<file path="src/rtl/axi4_lite_master_bridge.sv">
// Bridge from the RV32IM core's single-outstanding load/store port to an
// AXI4-Lite master. One request is registered, driven out on AW/W or AR, and
// completed with a one-cycle mem_done pulse carrying read data and error status.
package axi4_lite_addr_map_package;
    localparam int ADDR_WIDTH = 32;
    localparam int DATA_WIDTH = 32;
endpackage

module axi4_lite_master_bridge #(
    parameter int ADDR_WIDTH = axi4_lite_addr_map_package::ADDR_WIDTH,
    parameter int DATA_WIDTH = axi4_lite_addr_map_package::DATA_WIDTH
) (
    input  logic                    clk,
    input  logic                    rst,
    input  logic                    mem_req,
    input  logic                    mem_we,
    input  logic [ADDR_WIDTH-1:0]   mem_addr,
    input  logic [DATA_WIDTH-1:0]   mem_wdata,
    input  logic [DATA_WIDTH/8-1:0] mem_wstrb,
    output logic                    mem_busy,
    output logic                    mem_done,
    output logic [DATA_WIDTH-1:0]   mem_rdata,
    output logic                    mem_err,
    axi4_lite_if.master             m_if
);

    localparam logic [2:0] S_IDLE         = 3'd0;
    localparam logic [2:0] S_WR_ADDR_DATA = 3'd1;
    localparam logic [2:0] S_WR_RESP      = 3'd2;
    localparam logic [2:0] S_RD_ADDR      = 3'd3;
    localparam logic [2:0] S_RD_DATA      = 3'd4;

    logic [2:0]              state_q,   state_d;
    logic                    aw_done_q, aw_done_d;
    logic                    w_done_q,  w_done_d;
    logic [ADDR_WIDTH-1:0]   addr_q,    addr_d;
    logic [DATA_WIDTH-1:0]   wdata_q,   wdata_d;
    logic [DATA_WIDTH/8-1:0] wstrb_q,   wstrb_d;
    logic                    awvalid_q, awvalid_d;
    logic                    wvalid_q,  wvalid_d;
    logic                    arvalid_q, arvalid_d;
    logic                    bready_q,  bready_d;
    logic                    rready_q,  rready_d;
    logic                    done_q,    done_d;
    logic                    err_q,     err_d;
    logic [DATA_WIDTH-1:0]   rdata_q,   rdata_d;
    logic                    aw_hs;
    logic                    w_hs;

    // Handshakes only count while this bridge is actually presenting VALID.
    assign aw_hs = awvalid_q & m_if.awready;
    assign w_hs  = wvalid_q  & m_if.wready;

    // Next-state and next-output logic; every AXI output is taken from a register.
    always_comb begin
        // NOTE: every target gets a hold/default value first so no path through the case leaves it unassigned, which would infer a latch.
        state_d   = state_q;
        aw_done_d = aw_done_q;
        w_done_d  = w_done_q;
        addr_d    = addr_q;
        wdata_d   = wdata_q;
        wstrb_d   = wstrb_q;
        awvalid_d = awvalid_q;
        wvalid_d  = wvalid_q;
        arvalid_d = arvalid_q;
        bready_d  = bready_q;
        rready_d  = rready_q;
        rdata_d   = rdata_q;
        done_d    = 1'b0;
        err_d     = 1'b0;

        case (state_q)
            S_IDLE: begin
                if (mem_req) begin
                    // The transfer direction lives in the state encoding from here on.
                    addr_d    = mem_addr;
                    wdata_d   = mem_wdata;
                    wstrb_d   = mem_wstrb;
                    aw_done_d = 1'b0;
                    w_done_d  = 1'b0;
                    if (mem_we) begin
                        state_d   = S_WR_ADDR_DATA;
                        awvalid_d = 1'b1;
                        wvalid_d  = 1'b1;
                    end else begin
                        state_d   = S_RD_ADDR;
                        arvalid_d = 1'b1;
                    end
                end
            end

            S_WR_ADDR_DATA: begin
                // AW and W complete independently; each VALID drops after its own handshake.
                if (aw_hs) begin
                    aw_done_d = 1'b1;
                    awvalid_d = 1'b0;
                end
                if (w_hs) begin
                    w_done_d = 1'b1;
                    wvalid_d = 1'b0;
                end
                if ((aw_done_q | aw_hs) && (w_done_q | w_hs)) begin
                    state_d  = S_WR_RESP;
                    bready_d = 1'b1;
                end
            end

            S_WR_RESP: begin
                if (m_if.bvalid) begin
                    state_d  = S_IDLE;
                    bready_d = 1'b0;
                    done_d   = 1'b1;
                    err_d    = (m_if.bresp != 2'b00);
                end
            end

            S_RD_ADDR: begin
                if (m_if.arready) begin
                    state_d   = S_RD_DATA;
                    arvalid_d = 1'b0;
                    rready_d  = 1'b1;
                end
            end

            S_RD_DATA: begin
                if (m_if.rvalid) begin
                    state_d  = S_IDLE;
                    rready_d = 1'b0;
                    rdata_d  = m_if.rdata;
                    done_d   = 1'b1;
                    err_d    = (m_if.rresp != 2'b00);
                end
            end

            default: begin
                state_d   = S_IDLE;
                awvalid_d = 1'b0;
                wvalid_d  = 1'b0;
                arvalid_d = 1'b0;
                bready_d  = 1'b0;
                rready_d  = 1'b0;
            end
        endcase
    end

    // State register with synchronous reset; reset abandons any transaction in flight.
    always_ff @(posedge clk) begin
        // NOTE: registers are updated with non-blocking assignments so every flop samples pre-edge values regardless of statement order.
        if (rst) begin
            state_q   <= S_IDLE;
            aw_done_q <= 1'b0;
            w_done_q  <= 1'b0;
            addr_q    <= '0;
            wdata_q   <= '0;
            wstrb_q   <= '0;
            awvalid_q <= 1'b0;
            wvalid_q  <= 1'b0;
            arvalid_q <= 1'b0;
            bready_q  <= 1'b0;
            rready_q  <= 1'b0;
            done_q    <= 1'b0;
            err_q     <= 1'b0;
            rdata_q   <= '0;
        end else begin
            state_q   <= state_d;
            aw_done_q <= aw_done_d;
            w_done_q  <= w_done_d;
            addr_q    <= addr_d;
            wdata_q   <= wdata_d;
            wstrb_q   <= wstrb_d;
            awvalid_q <= awvalid_d;
            wvalid_q  <= wvalid_d;
            arvalid_q <= arvalid_d;
            bready_q  <= bready_d;
            rready_q  <= rready_d;
            done_q    <= done_d;
            err_q     <= err_d;
            rdata_q   <= rdata_d;
        end
    end

    assign m_if.awaddr  = addr_q;
    assign m_if.araddr  = addr_q;
    assign m_if.wdata   = wdata_q;
    assign m_if.wstrb   = wstrb_q;
    assign m_if.awvalid = awvalid_q;
    assign m_if.wvalid  = wvalid_q;
    assign m_if.arvalid = arvalid_q;
    assign m_if.bready  = bready_q;
    assign m_if.rready  = rready_q;

    assign mem_busy  = (state_q != S_IDLE);
    assign mem_done  = done_q;
    assign mem_err   = err_q;
    assign mem_rdata = rdata_q;

endmodule

</file>
<file path="src/rtl/axi4_lite_master_bridge_if.sv">
// AXI4-Lite channel bundle shared by the core bridge and the interconnect.
// Only the signals the bridge uses are carried; protection bits are fixed upstream.
interface axi4_lite_if #(
    parameter int ADDR_WIDTH = 32,
    parameter int DATA_WIDTH = 32
);
    logic [ADDR_WIDTH-1:0]   awaddr;
    logic                    awvalid;
    logic                    awready;
    logic [DATA_WIDTH-1:0]   wdata;
    logic [DATA_WIDTH/8-1:0] wstrb;
    logic                    wvalid;
    logic                    wready;
    logic [1:0]              bresp;
    logic                    bvalid;
    logic                    bready;
    logic [ADDR_WIDTH-1:0]   araddr;
    logic                    arvalid;
    logic                    arready;
    logic [DATA_WIDTH-1:0]   rdata;
    logic [1:0]              rresp;
    logic                    rvalid;
    logic                    rready;

    modport master (
        output awaddr, awvalid, wdata, wstrb, wvalid, bready, araddr, arvalid, rready,
        input  awready, wready, bresp, bvalid, arready, rdata, rresp, rvalid
    );

    modport slave (
        input  awaddr, awvalid, wdata, wstrb, wvalid, bready, araddr, arvalid, rready,
        output awready, wready, bresp, bvalid, arready, rdata, rresp, rvalid
    );
endinterface

</file>
<file path="src/flat_wrapper.sv">
// flat-port wrapper written by rule: the top's interface ports become plain ports
module axi4_lite_master_bridge_flat 
#(
    parameter int ADDR_WIDTH = axi4_lite_addr_map_package::ADDR_WIDTH,
    parameter int DATA_WIDTH = axi4_lite_addr_map_package::DATA_WIDTH
)
  (clk, rst, mem_req, mem_we, mem_addr, mem_wdata, mem_wstrb, mem_busy, mem_done, mem_rdata, mem_err, m_if_awaddr, m_if_awvalid, m_if_wdata, m_if_wstrb, m_if_wvalid, m_if_bready, m_if_araddr, m_if_arvalid, m_if_rready, m_if_awready, m_if_wready, m_if_bresp, m_if_bvalid, m_if_arready, m_if_rdata, m_if_rresp, m_if_rvalid);
  axi4_lite_if #(.ADDR_WIDTH(ADDR_WIDTH), .DATA_WIDTH(DATA_WIDTH)) m_if_i ();
  input  logic clk;
  input  logic rst;
  input  logic mem_req;
  input  logic mem_we;
  input  logic [ADDR_WIDTH-1:0] mem_addr;
  input  logic [DATA_WIDTH-1:0] mem_wdata;
  input  logic [DATA_WIDTH/8-1:0] mem_wstrb;
  output logic mem_busy;
  output logic mem_done;
  output logic [DATA_WIDTH-1:0] mem_rdata;
  output logic mem_err;
  output wire logic [$bits(m_if_i.awaddr)-1:0] m_if_awaddr;
  output wire logic [$bits(m_if_i.awvalid)-1:0] m_if_awvalid;
  output wire logic [$bits(m_if_i.wdata)-1:0] m_if_wdata;
  output wire logic [$bits(m_if_i.wstrb)-1:0] m_if_wstrb;
  output wire logic [$bits(m_if_i.wvalid)-1:0] m_if_wvalid;
  output wire logic [$bits(m_if_i.bready)-1:0] m_if_bready;
  output wire logic [$bits(m_if_i.araddr)-1:0] m_if_araddr;
  output wire logic [$bits(m_if_i.arvalid)-1:0] m_if_arvalid;
  output wire logic [$bits(m_if_i.rready)-1:0] m_if_rready;
  input wire logic [$bits(m_if_i.awready)-1:0] m_if_awready;
  input wire logic [$bits(m_if_i.wready)-1:0] m_if_wready;
  input wire logic [$bits(m_if_i.bresp)-1:0] m_if_bresp;
  input wire logic [$bits(m_if_i.bvalid)-1:0] m_if_bvalid;
  input wire logic [$bits(m_if_i.arready)-1:0] m_if_arready;
  input wire logic [$bits(m_if_i.rdata)-1:0] m_if_rdata;
  input wire logic [$bits(m_if_i.rresp)-1:0] m_if_rresp;
  input wire logic [$bits(m_if_i.rvalid)-1:0] m_if_rvalid;
  assign m_if_awaddr = m_if_i.awaddr;
  assign m_if_awvalid = m_if_i.awvalid;
  assign m_if_wdata = m_if_i.wdata;
  assign m_if_wstrb = m_if_i.wstrb;
  assign m_if_wvalid = m_if_i.wvalid;
  assign m_if_bready = m_if_i.bready;
  assign m_if_araddr = m_if_i.araddr;
  assign m_if_arvalid = m_if_i.arvalid;
  assign m_if_rready = m_if_i.rready;
  assign m_if_i.awready = m_if_awready;
  assign m_if_i.wready = m_if_wready;
  assign m_if_i.bresp = m_if_bresp;
  assign m_if_i.bvalid = m_if_bvalid;
  assign m_if_i.arready = m_if_arready;
  assign m_if_i.rdata = m_if_rdata;
  assign m_if_i.rresp = m_if_rresp;
  assign m_if_i.rvalid = m_if_rvalid;
  axi4_lite_master_bridge #(.ADDR_WIDTH(ADDR_WIDTH), .DATA_WIDTH(DATA_WIDTH)) u_core (.clk(clk), .rst(rst), .mem_req(mem_req), .mem_we(mem_we), .mem_addr(mem_addr), .mem_wdata(mem_wdata), .mem_wstrb(mem_wstrb), .mem_busy(mem_busy), .mem_done(mem_done), .mem_rdata(mem_rdata), .mem_err(mem_err), .m_if(m_if_i));
endmodule
</file>
<file path="config.mk">
export PLATFORM = sky130hd
export DESIGN_NAME = axi4_lite_master_bridge_flat
export DESIGN_NICKNAME = d
export VERILOG_FILES = /design/src/rtl/axi4_lite_master_bridge.sv /design/src/rtl/axi4_lite_master_bridge_if.sv /design/src/flat_wrapper.sv
export SDC_FILE = /design/constraint.sdc
export NUM_CORES = 1
export LEC_CHECK = 0
export ABC_AREA = 1
export CORE_MARGIN = 2
export CORE_UTILIZATION = 38
export CTS_BUF_LIST = sky130_fd_sc_hd__clkbuf_16
export DETAILED_ROUTE_END_ITERATION = 7
export PLACE_DENSITY_LB_ADDON = 0.2
export SLEW_MARGIN = 10
export SYNTH_ARGS = -nofsm -noshare
export SYNTH_HDL_FRONTEND = slang
export SYNTH_SLANG_ARGS = --single-unit
</file>
<file path="constraint.sdc">
create_clock -name clk -period 1.8 [get_ports clk]
set_input_delay 0.36 -clock clk [delete_from_list [all_inputs] [get_ports clk]]
set_output_delay 0.36 -clock clk [all_outputs]
set_load 0.03 [all_outputs]
</file>
==> results.md <==
- Hold WC Path Type: reg2reg
- Final Critical Period: 1.77 ns
- Bufs and invs on worst path: 1
- Die height: 111 um
- Detail-routed net length per standard cell: 13.8 um
- Critical path depth: 1
- Worst Tran Pin Value: 0.532 ns
- Hold endpoint: u_core.w_done_q$_SDFFE_PP0P_
- Yosys top cell area share: 51.2%
- Final setup viols: 0
- Critical path peak fanout: 3
- Htree depth: 3
- Port Buf Inserts: 252
- Max-slew violations: 0
- Largest net degree at the start of global routing: 67
- CTS Buffer Depth: 2
- N_diodes: 0
- Worst hold margin: 0.461 ns
- Max VDD drop: 0.813 mV
- RSZ-0062 raised after global routing: no
- GRT overflow: 0
- Initial antenna violation count: 0
- Worst Path Arrival: ~1.4 ns
- Hold Startpoint: u_core.w_done_q$_SDFFE_PP0P_
- Post-CTS setup buffer count: 0
- Top post-synthesis cells by area: dfxtp_1 (51%), nor2_1 (17%), o21ai_0 (11%)
- Post-synth top area cell: dfxtp_1
- Max stage delay on crit path: 0.69 ns
- CTS tree: done
- Std-Cell Core Area: 11300 um^2
- Share of layout cells above drive strength 1: approximately 5.3%
- Hpwl dp: 9.40 mm
- CP top delay family: buffers and inverters
- Relative max-transition margin: 64.5%
- Post-synth top flop: dfxtp_1
- Via density: 4.75
- Post-synthesis cell count: 571
- Run status: completed
- Clock Tree Root: clkbuf_16
- First-pass GRT wire length: 20.8 mm
- DRT iter0 DRCs: 271
- Final GP Congestion: 0.876
- Area grow syn2layout: 61.7%
- Number of synthesized flops with an enable pin: 0
- Fin crit share: 98.1%
- Horiz. Die Dim: 111 um
- DP Area: 6810 um^2
- TritonRoute pass-1 iters: 4
- Seq/Total Area, Yosys: approximately half
- Setup TNS: 0 ns
- Area of the die: between 10000 and 15000 um^2
- Most frequent cells after synthesis: nor2_1 (202), dfxtp_1 (112), o21ai_0 (98)
- Largest family of logic cells by synthesized area: simple AND/OR/NAND/NOR gates
- Worst path cell trace: clkdlybuf4s50_1
- Register-to-Register Path Depth: 7
- P_leak: 0.00307 uW
- Post-synthesis mux area share: 0%
- Skew-Pair Late Insertion Delay: 0.34 ns
- Max_cap viols: 0
- Hold depth: 2
- Worst-path clk slew: 0.07 ns
- Design Area, Final: 7080 um^2
- PwrDens: 1390 nW/um^2
- Synth Area in Adders: 0%
- Synth Area in Compound Gates: between 10 and 15%
- YS warnings: 0
- Post-Synth Simple-Gate Area: 23.7%
- Post-synthesis instance area: 4380 um^2
- Mean area per synthesized cell: roughly 7.7 um^2
- Xor and xnor fraction of the mapped netlist area: 0%
- I/O pin count: approximately 250
- Row count: 39
- Crit Path Category: reg2out
- FILL cells: 1013
- Routed WL: 12.8 mm
- Antenna-violating nets left: 0
- Cell with the most instances after synthesis: nor2_1
- Reg-to-Reg End: u_core.m_if.wdata[2]$_SDFFE_PP0P_
- Syn Nets: 684
- Critical R2R Launch: u_core.state_q[1]$_SDFFE_PP0P_
- Fin. Hold Viols: 0
- Asr flop ratio synth: 0%
- Critical Path Slowest Stage Cell: clkdlybuf4s50_1
- Clk sinks: 112
- CP Capture Type: output pin
- Netlist cell types: 22
- Routed vias: 4412
- CTS Buf Count: 9
- Crit start category: register
- Final-stage net count: 894
- Seq cells post-synth: 112
- Clock skew: 0.00417 ns
- DR DRC count: 0
- Peak Freq: approximately 570 MHz
- R2r setup slk: 0.30 ns
- Initial Util: 38.7%
- GRT Total Usage: 20.2%
- Fin util: 62.5%
- CP required: roughly 1.4 ns
- Vias in the first global route: about 4.3k
==> layout by cell type (no fill, tap or decap), types with 7 or more instances in the layout <==
| master | instances |
|---|---|
| nor2_1 | 202 |
| dfxtp_1 | 112 |
| buf_4 | 7 |
| nand3_1 | 7 |
| a21oi_1 | 11 |
| clkbuf_16 | 9 |
| dlymetal6s2s_1 | 7 |
| inv_1 | 21 |
| nand2_1 | 28 |
| nor2_2 | 12 |
| clkdlybuf4s50_1 | 244 |
| o21ai_0 | 98 |
==> state kept, by name (all words and copies together), names as in the netlist, 3 cells and up <==
name                flops
u_core.mem_rdata       32
u_core.m_if.wstrb       4
u_core.m_if.wdata      32
u_core.m_if.araddr     32
u_core.state_q          3
==> repair_timing <==
action                                  in CTS  in global routing
pin swaps                                    0                  0
resized for setup                            1                  7
endpoints found under the setup margin       1                  7
hold buffers                                 0                  0
==> metrics by stage <==
stage	setup WS [ns]	total power, uW	cells
detailed placement	0.113	8180	913
CTS	0.00608	9950	929
global route	0.00136	10400	929
global placement	0.144	8110	913
floorplan	0.415	6400	571
finish	0.0349	9850	929
==> how the worst max path moves through the flow <==
| stage | endpoint | slack (ns) | from |
|---|---|---|---|
| finish | m_if_araddr[2] | 0.03 | u_core.m_if.araddr[2]$_SDFFE_PP0P_ |
| CTS | m_if_awaddr[2] | 0.006 | u_core.m_if.araddr[2]$_SDFFE_PP0P_ |
| global route | m_if_araddr[4] | 0.001 | u_core.m_if.araddr[4]$_SDFFE_PP0P_ |
| global placement | u_core.state_q[0]$_SDFFE_PP0P_ | 0.14 | mem_req |
| detailed placement | u_core.m_if.wdata[2]$_SDFFE_PP0P_ | 0.11 | mem_req |
| floorplan | u_core.m_if.araddr[26]$_SDFFE_PP0P_ | 0.42 | u_core.state_q[2]$_SDFFE_PP0P_ |
==> layout make-up <==
cell class	count	area (um^2)	share of cell area, %
Tap cell	143	179	2.53
Clock buffer	9	225	3.18
Multi-Input combinational cell	372	1630	23.0
Timing Repair Buffer	264	2690	38.0
Inverter	22	82.6	1.17
Sequential cell	112	2240	31.7
Clock inverter	7	31.3	0.442
==> per-layer routing <==
layer / vias up / global-route usage, % / routed length (um)
met5: - / 0 / 0
li1: 2199 / - / -
met4: 0 / 6.83 / 195
met3: 15 / 6.56 / 1240
met2: 192 / 34.5 / 6150
met1: 2006 / 24.0 / 5240
==> report_power, final <==
| group | internal [uW] | switching [uW] |
|---|---|---|
| clock | 913 | 842 |
| sequential | 3010 | 340 |
| combinational | 1900 | 2840 |
==> kinds of logic after synthesis <==
family          Yosys count
compound gates          117
buf+inv                  87
flops                   112
simple gates            255
(Power assumes the default switching activity.)
